## config.mk

```make
export PLATFORM = sky130hd
export DESIGN_NAME = fu_issue_ctrl
export DESIGN_NICKNAME = d
export VERILOG_FILES = /design/src/rtl/opcode_pkg.sv /design/src/rtl/fu_pkg.sv /design/src/rtl/fu_scoreboard.sv /design/src/rtl/fu_issue_ctrl.sv
export SDC_FILE = /design/constraint.sdc
export NUM_CORES = 1
export LEC_CHECK = 0
export ABC_AREA = 1
export BUFFER_PORTS_ARGS = -buffer_cell sky130_fd_sc_hd__clkbuf_2
export CAP_MARGIN = 20
export CORE_MARGIN = 2
export CORE_UTILIZATION = 47
export CTS_CLUSTER_SIZE = 40
export DETAILED_ROUTE_END_ITERATION = 16
export PLACE_DENSITY = 0.68
export REMOVE_ABC_BUFFERS = 1
export SYNTH_ARGS = -nofsm -noshare
export SYNTH_HDL_FRONTEND = slang
export SYNTH_SLANG_ARGS = --single-unit
```

## constraint.sdc

```tcl
create_clock -name clk -period 2.6 [get_ports clk]
set_clock_uncertainty 0.2 [all_clocks]
set_input_delay 0.13 -clock clk [delete_from_list [all_inputs] [get_ports clk]]
set_output_delay 0.13 -clock clk [all_outputs]
set_load 0.005 [all_outputs]
```

## src/rtl/opcode_pkg.sv

```systemverilog
// Decoder-facing encodings: instruction class (opc_t) and function code (func5_t).
package opcode_pkg;

    typedef enum logic [2:0] {
        R_TYPE = 3'd0,
        I_TYPE = 3'd1,
        F_TYPE = 3'd2,
        X_TYPE = 3'd3,
        U_TYPE = 3'd4,
        M_TYPE = 3'd5,
        D_TYPE = 3'd6,
        C_TYPE = 3'd7
    } opc_t;

    typedef enum logic [4:0] {
        ADD  = 5'd0,
        SUB  = 5'd1,
        AND  = 5'd2,
        OR   = 5'd3,
        XOR  = 5'd4,
        SLL  = 5'd5,
        SRL  = 5'd6,
        MUL  = 5'd8,
        DIV  = 5'd9,
        SQRT = 5'd10
    } func5_t;

endpackage

```

## src/rtl/fu_pkg.sv

```systemverilog
// Shared issue-control types: functional-unit select, writeback entry, routing helper.
package fu_pkg;
    import opcode_pkg::*;

    typedef enum logic [1:0] {
        FU_ALU = 2'd0,
        FU_MUL = 2'd1,
        FU_DIV = 2'd2
    } fu_sel_t;

    typedef struct packed {
        logic       valid;
        logic [4:0] rd;
        fu_sel_t    src;
    } wb_entry_t;

    typedef enum logic [1:0] {
        RT_ALU = 2'd0,
        RT_MUL = 2'd1,
        RT_DIV = 2'd2,
        RT_ILL = 2'd3
    } route_t;

    typedef enum logic {
        DIV_IDLE = 1'b0,
        DIV_BUSY = 1'b1
    } div_state_t;

    // Map an instruction onto the unit that executes it; RT_ILL means unhandled.
    function automatic route_t fu_route(input logic [2:0] opc, input logic [4:0] f5,
                                        input logic div_en);
        route_t r;
        r = RT_ILL;
        case (opc)
            R_TYPE, I_TYPE, F_TYPE, X_TYPE: begin
                if (f5 == MUL)                    r = RT_MUL;
                else if (f5 == DIV || f5 == SQRT) r = div_en ? RT_DIV : RT_ILL;
                else                              r = RT_ALU;
            end
            U_TYPE:  r = RT_ALU;
            default: r = RT_ILL;
        endcase
        return r;
    endfunction

endpackage

```

## src/rtl/fu_scoreboard.sv

```systemverilog
// Per-register pending bits; register 0 is never pending. Set wins over clear.
module fu_scoreboard (
    input  logic       clk,
    input  logic       rst,
    input  logic       set_en,
    input  logic [4:0] set_idx,
    input  logic       clr_en,
    input  logic [4:0] clr_idx,
    input  logic [4:0] rd_idx_a,
    input  logic [4:0] rd_idx_b,
    input  logic [4:0] rd_idx_c,
    output logic       rd_pend_a,
    output logic       rd_pend_b,
    output logic       rd_pend_c
);
    logic [31:0] pend_q, pend_d;

    // Next pending vector: retire clears, issue sets, x0 forced clear.
    always_comb begin
        pend_d = pend_q;
        if (clr_en) pend_d[clr_idx] = 1'b0;
        if (set_en) pend_d[set_idx] = 1'b1;
        pend_d[0] = 1'b0;
    end

    // Pending register.
    always_ff @(posedge clk or posedge rst) begin
        if (rst) pend_q <= '0;
        else     pend_q <= pend_d;
    end

    assign rd_pend_a = pend_q[rd_idx_a];
    assign rd_pend_b = pend_q[rd_idx_b];
    assign rd_pend_c = pend_q[rd_idx_c];
endmodule

```

## src/rtl/fu_issue_ctrl.sv

```systemverilog
// In-order issue control for ALU / pipelined MUL / iterative DIV with a shared
// writeback port. Optional divider path enabled by defining FU_DIV_EN.
module fu_issue_ctrl
    import opcode_pkg::*;
    import fu_pkg::*;
#(
    parameter int MUL_LAT = 3
) (
    input  logic       clk,
    input  logic       rst,
    input  logic       in_valid,
    output logic       in_ready,
    input  logic [2:0] in_opc,
    input  logic [4:0] in_func5,
    input  logic [4:0] in_rd,
    input  logic [4:0] in_rs1,
    input  logic [4:0] in_rs2,
    output logic       alu_issue,
    output logic       mul_issue,
    output logic       div_start,
    input  logic       div_done,
    output logic       div_ack,
    output logic       wb_valid,
    output logic [4:0] wb_rd,
    output logic [1:0] wb_src,
    output logic       illegal
);
`ifdef FU_DIV_EN
    localparam logic DIV_EN = 1'b1;
`else
    localparam logic DIV_EN = 1'b0;
`endif

    wb_entry_t  wbq_q [MUL_LAT];
    wb_entry_t  wbq_d [MUL_LAT];
    logic       illegal_q, illegal_d;
    route_t     route;
    logic       rs1_p, rs2_p, rd_p, hazard, fire, div_idle;
    logic [4:0] div_rd;

    assign route  = fu_route(in_opc, in_func5, DIV_EN);
    assign hazard = rs1_p | rs2_p | rd_p;

    fu_scoreboard u_sb (
        .clk      (clk),
        .rst      (rst),
        .set_en   ((alu_issue | mul_issue | div_start) && (in_rd != 5'd0)),
        .set_idx  (in_rd),
        .clr_en   (wbq_q[0].valid),
        .clr_idx  (wbq_q[0].rd),
        .rd_idx_a (in_rs1),
        .rd_idx_b (in_rs2),
        .rd_idx_c (in_rd),
        .rd_pend_a(rs1_p),
        .rd_pend_b(rs2_p),
        .rd_pend_c(rd_p)
    );

`ifdef FU_DIV_EN
    div_state_t div_state_q, div_state_d;
    logic [4:0] div_rd_q, div_rd_d;

    assign div_ack  = (div_state_q == DIV_BUSY) && div_done && !wbq_q[1].valid;
    assign div_idle = (div_state_q == DIV_IDLE);
    assign div_rd   = div_rd_q;

    // Divider FSM state and captured destination register.
    always_ff @(posedge clk or posedge rst) begin
        if (rst) begin
            div_state_q <= DIV_IDLE;
            div_rd_q    <= 5'd0;
        end else begin
            div_state_q <= div_state_d;
            div_rd_q    <= div_rd_d;
        end
    end

    // Divider FSM next state: busy from start until the result is retired.
    always_comb begin
        div_state_d = div_state_q;
        div_rd_d    = div_rd_q;
        case (div_state_q)
            DIV_IDLE: if (div_start) begin
                div_state_d = DIV_BUSY;
                div_rd_d    = in_rd;
            end
            DIV_BUSY: if (div_ack) div_state_d = DIV_IDLE;
            default:  div_state_d = DIV_IDLE;
        endcase
    end
`else
    logic div_unused;
    assign div_unused = div_done;
    assign div_ack    = 1'b0;
    assign div_idle   = 1'b0;
    assign div_rd     = 5'd0;
`endif

    // Accept decision from state and current inputs only; never from in_valid.
    // An ALU result lands in wbq[0], so it waits while wbq[1] or a divider retire would collide.
    always_comb begin
        in_ready = 1'b0;
        if (!rst) begin
            case (route)
                RT_ILL:  in_ready = 1'b1;
                RT_ALU:  in_ready = !hazard && !wbq_q[1].valid && !div_ack;
                RT_MUL:  in_ready = !hazard;
                RT_DIV:  in_ready = !hazard && div_idle;
                default: in_ready = 1'b0;
            endcase
        end
        fire      = in_valid && in_ready;
        alu_issue = fire && (route == RT_ALU);
        mul_issue = fire && (route == RT_MUL);
        div_start = fire && (route == RT_DIV);
        illegal_d = fire && (route == RT_ILL);
    end

    // Writeback queue shifts toward slot 0; MUL enters at the top, ALU/DIV at slot 0.
    always_comb begin
        for (int k = 0; k < MUL_LAT - 1; k++) wbq_d[k] = wbq_q[k+1];
        wbq_d[MUL_LAT-1] = '0;
        if (mul_issue) wbq_d[MUL_LAT-1] = '{valid: 1'b1, rd: in_rd, src: FU_MUL};
        if (alu_issue) wbq_d[0] = '{valid: 1'b1, rd: in_rd, src: FU_ALU};
        if (div_ack)   wbq_d[0] = '{valid: 1'b1, rd: div_rd, src: FU_DIV};
    end

    // Writeback queue and illegal pulse registers.
    always_ff @(posedge clk or posedge rst) begin
        if (rst) begin
            for (int k = 0; k < MUL_LAT; k++) wbq_q[k] <= '0;
            illegal_q <= 1'b0;
        end else begin
            for (int k = 0; k < MUL_LAT; k++) wbq_q[k] <= wbq_d[k];
            illegal_q <= illegal_d;
        end
    end

    assign wb_valid = wbq_q[0].valid;
    assign wb_rd    = wbq_q[0].rd;
    assign wb_src   = wbq_q[0].src;
    assign illegal  = illegal_q;
endmodule

```

==> impl_summary.txt, run 1 <==
----------------------------------------------------
[Run status]
  Result of the run ... finished clean

[Setup path]
  Largest fanout on the critical path ... 3
  Reg2reg path depth ... 15
  Crit path cell chain ... inv_1 > nand2_1 > nand3_1 > nand3_1 > nand3_1 > nand2_1 > nand2_2 > nand2_1 > nor2_1 > nand2_2 > a21oi_4 > buf_4 > buf_4 > clkbuf_2
  RR Startpoint ... u_sb.pend_q[6]
  Required time of the critical path ... 2.27 ns
  R2R setup slack ... 0.32 ns
  Worst endpoint data arrival time ... 2.20 ns
  Worst Setup End Kind ... output port
  Startpoint types ... flop
  FF-to-FF End ... wb_rd[0]
  Longest individual stage delay on the worst path ... 0.44 ns
  Crit-path slowest cell ... dfrtp_1
  Category of the most critical setup path ... flop to output port

[Timing]
  Final critical-path setup slack ... 0.0672 ns
  Part of the cycle the worst path needs ... 0.974
  Max Freq ... 395 MHz
  Final hold violation count ... 0
  Final Max Tran Viols ... 0
  Final critical delay including setup and external delays ... 2.53 ns
  Setup TNS after final layout ... 0 ns
  Final setup violation count ... 0

[Global routing]
  Initial antenna violation count ... 0
  Total congestion overflow ... 0
  Number of global-route vias before repair ... 3255
  Pin count of the biggest net entering global routing ... 31
  GRT Resource Usage Total ... 0.255
  Global-route wire length before repair ... 16800 µm

[Logic synthesis]
  Main flop type after synthesis ... dfrtp_1
  Netlist cell types ... 28
  Ranking of synthesized cells by instance count ... 193 x nand2_1, 68 x nand3_1, 61 x inv_1, 51 x dfrtp_1, 42 x nor2_1
  Most area-hungry cell type in the Yosys netlist ... dfrtp_1
  Total standard cell area after synthesis ... 0.00356 mm²
  Sequential area share after synthesis ... 0.358
  Library cell with the highest instance count after synthesis ... nand2_1
  Async set-or-reset flop fraction in the synthesized netlist ... 1.00
  Flip-flop and latch count after synthesis ... 51
  Average size of a mapped cell ... 6.56 µm²
  Synth Warn # ... 0
  Count of flip-flops with a built-in enable after synthesis ... 0
  Top post-synthesis cells by area ... dfrtp_1 36%, nand2_1 20%, nand3_1 9.6%
  Post-Synthesis Cells ... 543
  Area fraction of the dominant cell type after synthesis ... 0.358

[Final layout]
  Utilization of the core after routing ... 0.549
  ANT cells ... 0
  Layout net count ... 616
  Area added between synthesis and finish ... 12.5%
  Share of layout cells above drive strength 1 ... 0.185

[Routing]
  DRC violation count after routing ... 0
  Post-detailed-route wirelength per cell ... 15.1 µm
  Remaining antenna violation count ... 0
  Per-cell via count in the routed design ... 5.19
  Total iterations of the first detailed-routing run ... 5
  Drt first-iter violations ... 354
  Vias after detailed routing ... 3575
  Routed Wire Length ... 10400 µm

[Power and ir drop]
  Maximum vdd ir drop ... 326 µV
  Static leakage ... 2.09 nW
  Power per standard cell area ... 405 mW/mm²
  Total power of the final layout ... 1.62 mW

[Die]
  Std-Cell Core Area ... 0.00729 mm²
  Horizontal extent of the die ... 91.0 µm
  Die footprint ... 0.00829 mm²
  Placement Rows ... 31
  Chip height ... 91.0 µm
  Starting density of the core ... 0.488
  Number of I/O pins ... 41

[Clocking]
  Clock buffers created by TritonCTS ... 5
  H-tree depth ... 2
  Cell at the root of the clock tree ... clkbuf_8
  Clock network latency to the later pin of the worst-skew pair ... 0.31 ns
  CTS clk-pin slew, worst paths ... 0.09 ns
  TritonCTS clock tree ... built
  Number of clock sinks ... 51
  Clock Tree Buf Depth ... 2

[Hold path]
  Worst Hold End ... wb_rd[3]
  Worst hold-check path type ... input pin to flop
  Instance count along the most critical hold path ... 3
  Hold path startpoint ... in_valid

[Place]
  Worst slack after detailed placement ... 0.248 ns
  Final HPWL DP ... 7590 µm
  Number of port buffers ... 36
  GP Congestion ... 0.956

[Job]
  Count of maximum capacitance violations ... 0

----------------------------------------------------
[kinds of logic (layout without fill, tap and decap cells)]
kind of cell | count (synthesis) | count (layout) | share of synthesized area
compound gates | 44 | 44 | 0.0629
other cells | 1 | 3 | 0.00105
flops | 51 | 51 | 0.358
buf+inv | 94 | 139 | 0.137
simple gates | 353 | 353 | 0.441
[power by group]
part           switching, mW  internal, mW
Combinational          0.226         0.116
Clock                  0.259         0.189
Sequential            0.0194         0.811
[metrics by stage]
step / instances / hold WS [ns] / area [µm²]
6_report: 689 / 0.0272 / 4010
5_1_grt: 689 / 0.0408 / 4010
4_1_cts: 683 / 0.00561 / 3920
3_5_place_dp: 665 / 0.0533 / 3730
3_3_place_gp: 665 / 0.0481 / 3730
2_1_floorplan: 520 / 0.0740 / 3340
[critical path, delay by kind of cell, from the launching register on]
kind	cells	cell delay (ns)
buffers and inverters	4	0.45
AND/OR/NAND/NOR	9	0.81
AO/OA/AOI/OAI	1	0.19
flip-flops	1	0.44
[per-layer routing]
| layer | part of all wire | up-vias | global-route usage | routed length (µm) |
|---|---|---|---|---|
| li1 | - | 1775 | - | - |
| met5 | 0 | - | 0 | 0 |
| met2 | 0.47 | 120 | 0.408 | 4930 |
| met1 | 0.45 | 1670 | 0.369 | 4710 |
| met4 | 0.010 | 0 | 0.0669 | 108 |
| met3 | 0.062 | 10 | 0.0282 | 650 |
[layout by cell type, fill, tap and decap left out, types with 12 or more instances in the layout]
cell        n
clkbuf_2   36
nand2_2    24
dfrtp_1    49
nor2_1     41
nand2_1   190
inv_1      59
nand3_1    68
buf_4      17
o21ai_0    35
nor3_1     12
[sequential cells by signal, summed over array words and instances (netlist names)]
register,flops
wb_src,1
wb_valid,1
wbq_d,6
wbq_q,6
wb_rd,5
illegal,1
u_sb.pend_q,31
[timing repair]
| item | 4_1_cts | 5_1_grt |
|---|---|---|
| endpoints found under the hold margin | 57 | 0 |
| setup buffers | 0 | 8 |
| resized for setup | 0 | 13 |
| hold buffers | 10 | 0 |
| setup endpoints to repair | 0 | 4 |
[worst max-delay path by stage]
stage                          end  cells after the start  slack [ns]       startpoint
CTS                       wb_rd[3]                     14        0.04         in_rd[3]
finish                    in_ready                     14        0.07   u_sb.pend_q[6]
global route             mul_issue                     14       -0.06  u_sb.pend_q[13]
global placement         alu_issue                     15        0.25        in_rs1[0]
detailed placement       alu_issue                     15        0.25        in_rs1[0]
floorplan           u_sb.pend_q[6]                      5        0.20              rst
[area by class of cell]
type / instances / area (µm²)
clock inverters: 2 / 12.5
repair buffers: 62 / 408
flip-flops and latches: 51 / 1280
fillers: 759 / 3290
multi-input cells: 400 / 1850
clock buffers: 6 / 72.6
well taps: 99 / 124
inverters: 69 / 264
Note: power is estimated with default switching activity, not from simulation.
==> run 2, diff against run 1 <==
--- a/config.mk
+++ b/config.mk
@@ -6,13 +6,13 @@
 export NUM_CORES = 1
 export LEC_CHECK = 0
 export ABC_AREA = 1
-export BUFFER_PORTS_ARGS = -buffer_cell sky130_fd_sc_hd__clkbuf_2
 export CAP_MARGIN = 20
 export CORE_MARGIN = 2
 export CORE_UTILIZATION = 47
 export CTS_CLUSTER_SIZE = 40
 export DETAILED_ROUTE_END_ITERATION = 16
-export PLACE_DENSITY = 0.68
+export DONT_BUFFER_PORTS = 1
+export PLACE_DENSITY = 0.64
 export REMOVE_ABC_BUFFERS = 1
 export SYNTH_ARGS = -nofsm -noshare
 export SYNTH_HDL_FRONTEND = slang
==> run 2 against run 1 <==
Effect of this change:
- worst hold slack got worse by 0.024 ns
- largest power group unchanged
- global-route usage increased by 0.41 points
- sequential power about the same
- first-iteration DRC count decreased by 17%
- wire length about the same
- flip-flop and latch count unchanged
- fmax increased by 2.9%
- power increased by 9.9%
- largest cell class unchanged
- non-clock buffer count decreased by 39
==> impl_summary.txt, run 2 (synthesized netlist as in run 1, its figures left out) <==
----------------------------------------------------
[Setup path]
  Crit path cell chain ... dlygate4sd3_1 > inv_1 > nor3_2 > nand2_1 > nand2_1 > nor2_1 > nand3_1 > nor2_1 > nand2_1 > nand2_1 > nand4_4 > nor2_2
  Worst Setup End Kind ... output port
  Crit path top cell by count ... nand2_1
  Worst endpoint data arrival time ... 2.13 ns (-0.07 ns)
  Longest individual stage delay on the worst path ... 0.63 ns (+0.19 ns)
  Startpoint types ... input pin
  Required time of the critical path ... 2.27 ns (about the same)
  Crit-path slowest cell ... dlygate4sd3_1
  Largest fanout on the critical path ... 7 (+4)
  Category of the most critical setup path ... input pin to output port

[Clocking]
  TritonCTS clock tree ... built
  Clock network latency to the later pin of the worst-skew pair ... 0.31 ns (about the same)
  CTS clk-pin slew, worst paths ... 0.09 ns (about the same)
  Clock buffers created by TritonCTS ... 5 (unchanged)
  Clock Tree Buf Depth ... 2 (unchanged)
  Cell at the root of the clock tree ... clkbuf_8
  Number of clock sinks ... 51 (unchanged)
  H-tree depth ... 2 (unchanged)

[Die]
  Starting density of the core ... 0.488 (unchanged)
  Std-Cell Core Area ... 0.00729 mm² (unchanged)
  Number of I/O pins ... 41 (unchanged)
  Chip height ... 91.0 µm (unchanged)
  Placement Rows ... 31 (unchanged)
  Die footprint ... 0.00829 mm² (unchanged)
  Horizontal extent of the die ... 91.0 µm (unchanged)

[Timing]
  Final critical delay including setup and external delays ... 2.46 ns (-0.0716 ns)
  Max Freq ... 406 MHz (+2.9%)
  Final setup violation count ... 0 (unchanged)
  Final Max Tran Viols ... 0 (unchanged)
  Worst Max-Slew Pin Slew ... 0.517 ns
  Worst max-slew margin expressed relative to the limit ... 0.656
  Part of the cycle the worst path needs ... 0.947 (-0.0275)
  Final hold violation count ... 0 (unchanged)

[Power and ir drop]
  Net switching share of the total power ... 0.273 (-0.0387)
  Clock network power share ... 0.369 (+0.093)
  Sequential fraction of design power ... 0.467 (-0.045)
  Maximum vdd ir drop ... 300 µV (-7.9%)
  Power per standard cell area ... 461 mW/mm² (+14%)
  Comb power frac ... 0.163 (-0.048)
  Reported net switching power ... 0.486 mW (-3.8%)
  Static leakage ... 1.93 nW (-7.4%)
  Total power of the final layout ... 1.78 mW (+9.9%)
  Internal power ... 1.30 mW (+16%)

[Global routing]
  Initial antenna violation count ... 0 (unchanged)
  GRT Resource Usage Total ... 0.259 (+0.00412)
  Number of global-route vias before repair ... 3287 (+0.98%)
  Most crowded layer after global routing ... met2
  Met3 Resource Use GR ... 0.0448 (+0.0166)
  Met1 Track Usage GR ... 0.357 (-0.0121)
  Met2 usage ... 0.416 (+0.00802)
  Total congestion overflow ... 0 (unchanged)
  Pin count of the biggest net entering global routing ... 33 (+6.5%)
  Global-route wire length before repair ... 17000 µm (+1.5%)

[Final layout]
  Sequential cell area ... 0.00128 mm² (about the same)
  Layout net count ... 577 (-6.3%)
  Share of layout cells above drive strength 1 ... 0.113 (-0.0722)
  Layout Cell Area excl Fill ... 0.00386 mm² (-3.6%)
  Commonest cells after routing, fill and taps aside ... 189 x nand2_1, 68 x nand3_1, 60 x inv_1
  Largest register by flop count ... u_sb.pend_q
  Flip-flop count of the largest register, all copies and words added ... 31 (unchanged)
  ANT cells ... 0 (unchanged)
  Most common cell after layout, fill and taps aside ... nand2_1
  Area added between synthesis and finish ... 8.50%
  Filler cells ... 758 (-0.13%)
  Total area of multi-input combinational cells ... 0.00185 mm² (unchanged)

[Routing]
  Remaining antenna violation count ... 0 (unchanged)
  Vias after detailed routing ... 3490 (-2.4%)
  Per-cell via count in the routed design ... 5.37 (+3.5%)
  Post-detailed-route wirelength per cell ... 16.0 µm (+5.9%)
  Routed Wire Length ... 10400 µm (about the same)
  Total iterations of the first detailed-routing run ... 5 (unchanged)
  DRC violation count after routing ... 0 (unchanged)
  Drt first-iter violations ... 295 (-17%)

[Place]
  GP Congestion ... 0.886 (-7.3%)
  Final HPWL DP ... 7410 µm (-2.4%)
  Number of port buffers ... 0 (-100%)
  Placed cell areas ... 0.00347 mm² (-7.0%)

[Hold path]
  Worst hold-check path type ... input pin to flop

[Run status]
  Result of the run ... finished clean

[Job]
  Count of maximum capacitance violations ... 0 (unchanged)

----------------------------------------------------
-- run 2: changes by cell type in the layout (fill, tap and decap cells not counted), sizes merged --
cell         before  now
clkbuf           42    5
buf              18    5
dlygate4sd3       8   18
bufinv            0    2
clkinv            1    0
-- run 2: area by class of cell --
cell class                 count  area share
sequential                    51       0.331
clock inverter                 3      0.0175
timing repair buffer          23      0.0563
inverter                      69      0.0677
clock buffer                   5      0.0178
tap                           99      0.0321
multi-input combinational    400       0.478
-- run 2: what timing repair did --
item	in CTS	in global routing
hold buffers	18	1
buffers inserted	0	4
hold endpoints to repair	63	7
resized for setup	0	12
setup endpoints to repair	0	21
-- run 2: power by group through the flow --
stage / Sequential (mW) / Clock [mW] / Combinational [mW]
finish: 0.833 / 0.658 / 0.291
global route: 0.834 / 0.702 / 0.328
CTS: 0.831 / 0.668 / 0.277
detailed placement: 0.847 / 0 / 0.244
global placement: 0.846 / 0 / 0.241
floorplan: 0.839 / 0 / 0.189
-- run 2: worst max-delay path, delay by kind of cell --
| family | cells | cell delay [ns] |
|---|---|---|
| and+or+nand+nor | 10 | 1.15 |
| buffers and inverters | 2 | 0.84 |
-- run 2: stage by stage --
step           setup slack (ns)   util  setup TNS, ns  instances  hold slack, ns
2_1_floorplan             0.202      -              0        520          0.0740
3_3_place_gp              0.379  0.476              0        620          -0.145
3_5_place_dp              0.343  0.476              0        620          -0.137
4_1_cts                  0.0129  0.520              0        646          0.0523
5_1_grt                -0.00467  0.530       -0.00467        650          0.0456
6_report                  0.139  0.530              0        650         0.00362
-- run 2: path summary, 6_finish.rpt --
path                       slack, ns  cells after the start      startpoint               to
max                             0.14                     12        in_rd[2]        mul_issue
min                            0.004                      5       in_opc[0]         wb_rd[4]
max reg2reg                     0.23                     12  u_sb.pend_q[7]   u_sb.pend_q[4]
min reg2reg                     0.16                      0       wbq_d[14]        wbq_q[14]
max in group asynchronous       1.21                      3             rst  u_sb.pend_q[15]
min in group asynchronous       0.15                      2             rst         wb_rd[3]
-- run 2: routing by layer --
layer | routed length (µm) | up-vias
met5 | 0 | -
met4 | 224 | 0
met3 | 708 | 23
met2 | 4960 | 126
met1 | 4510 | 1641
li1 | - | 1700
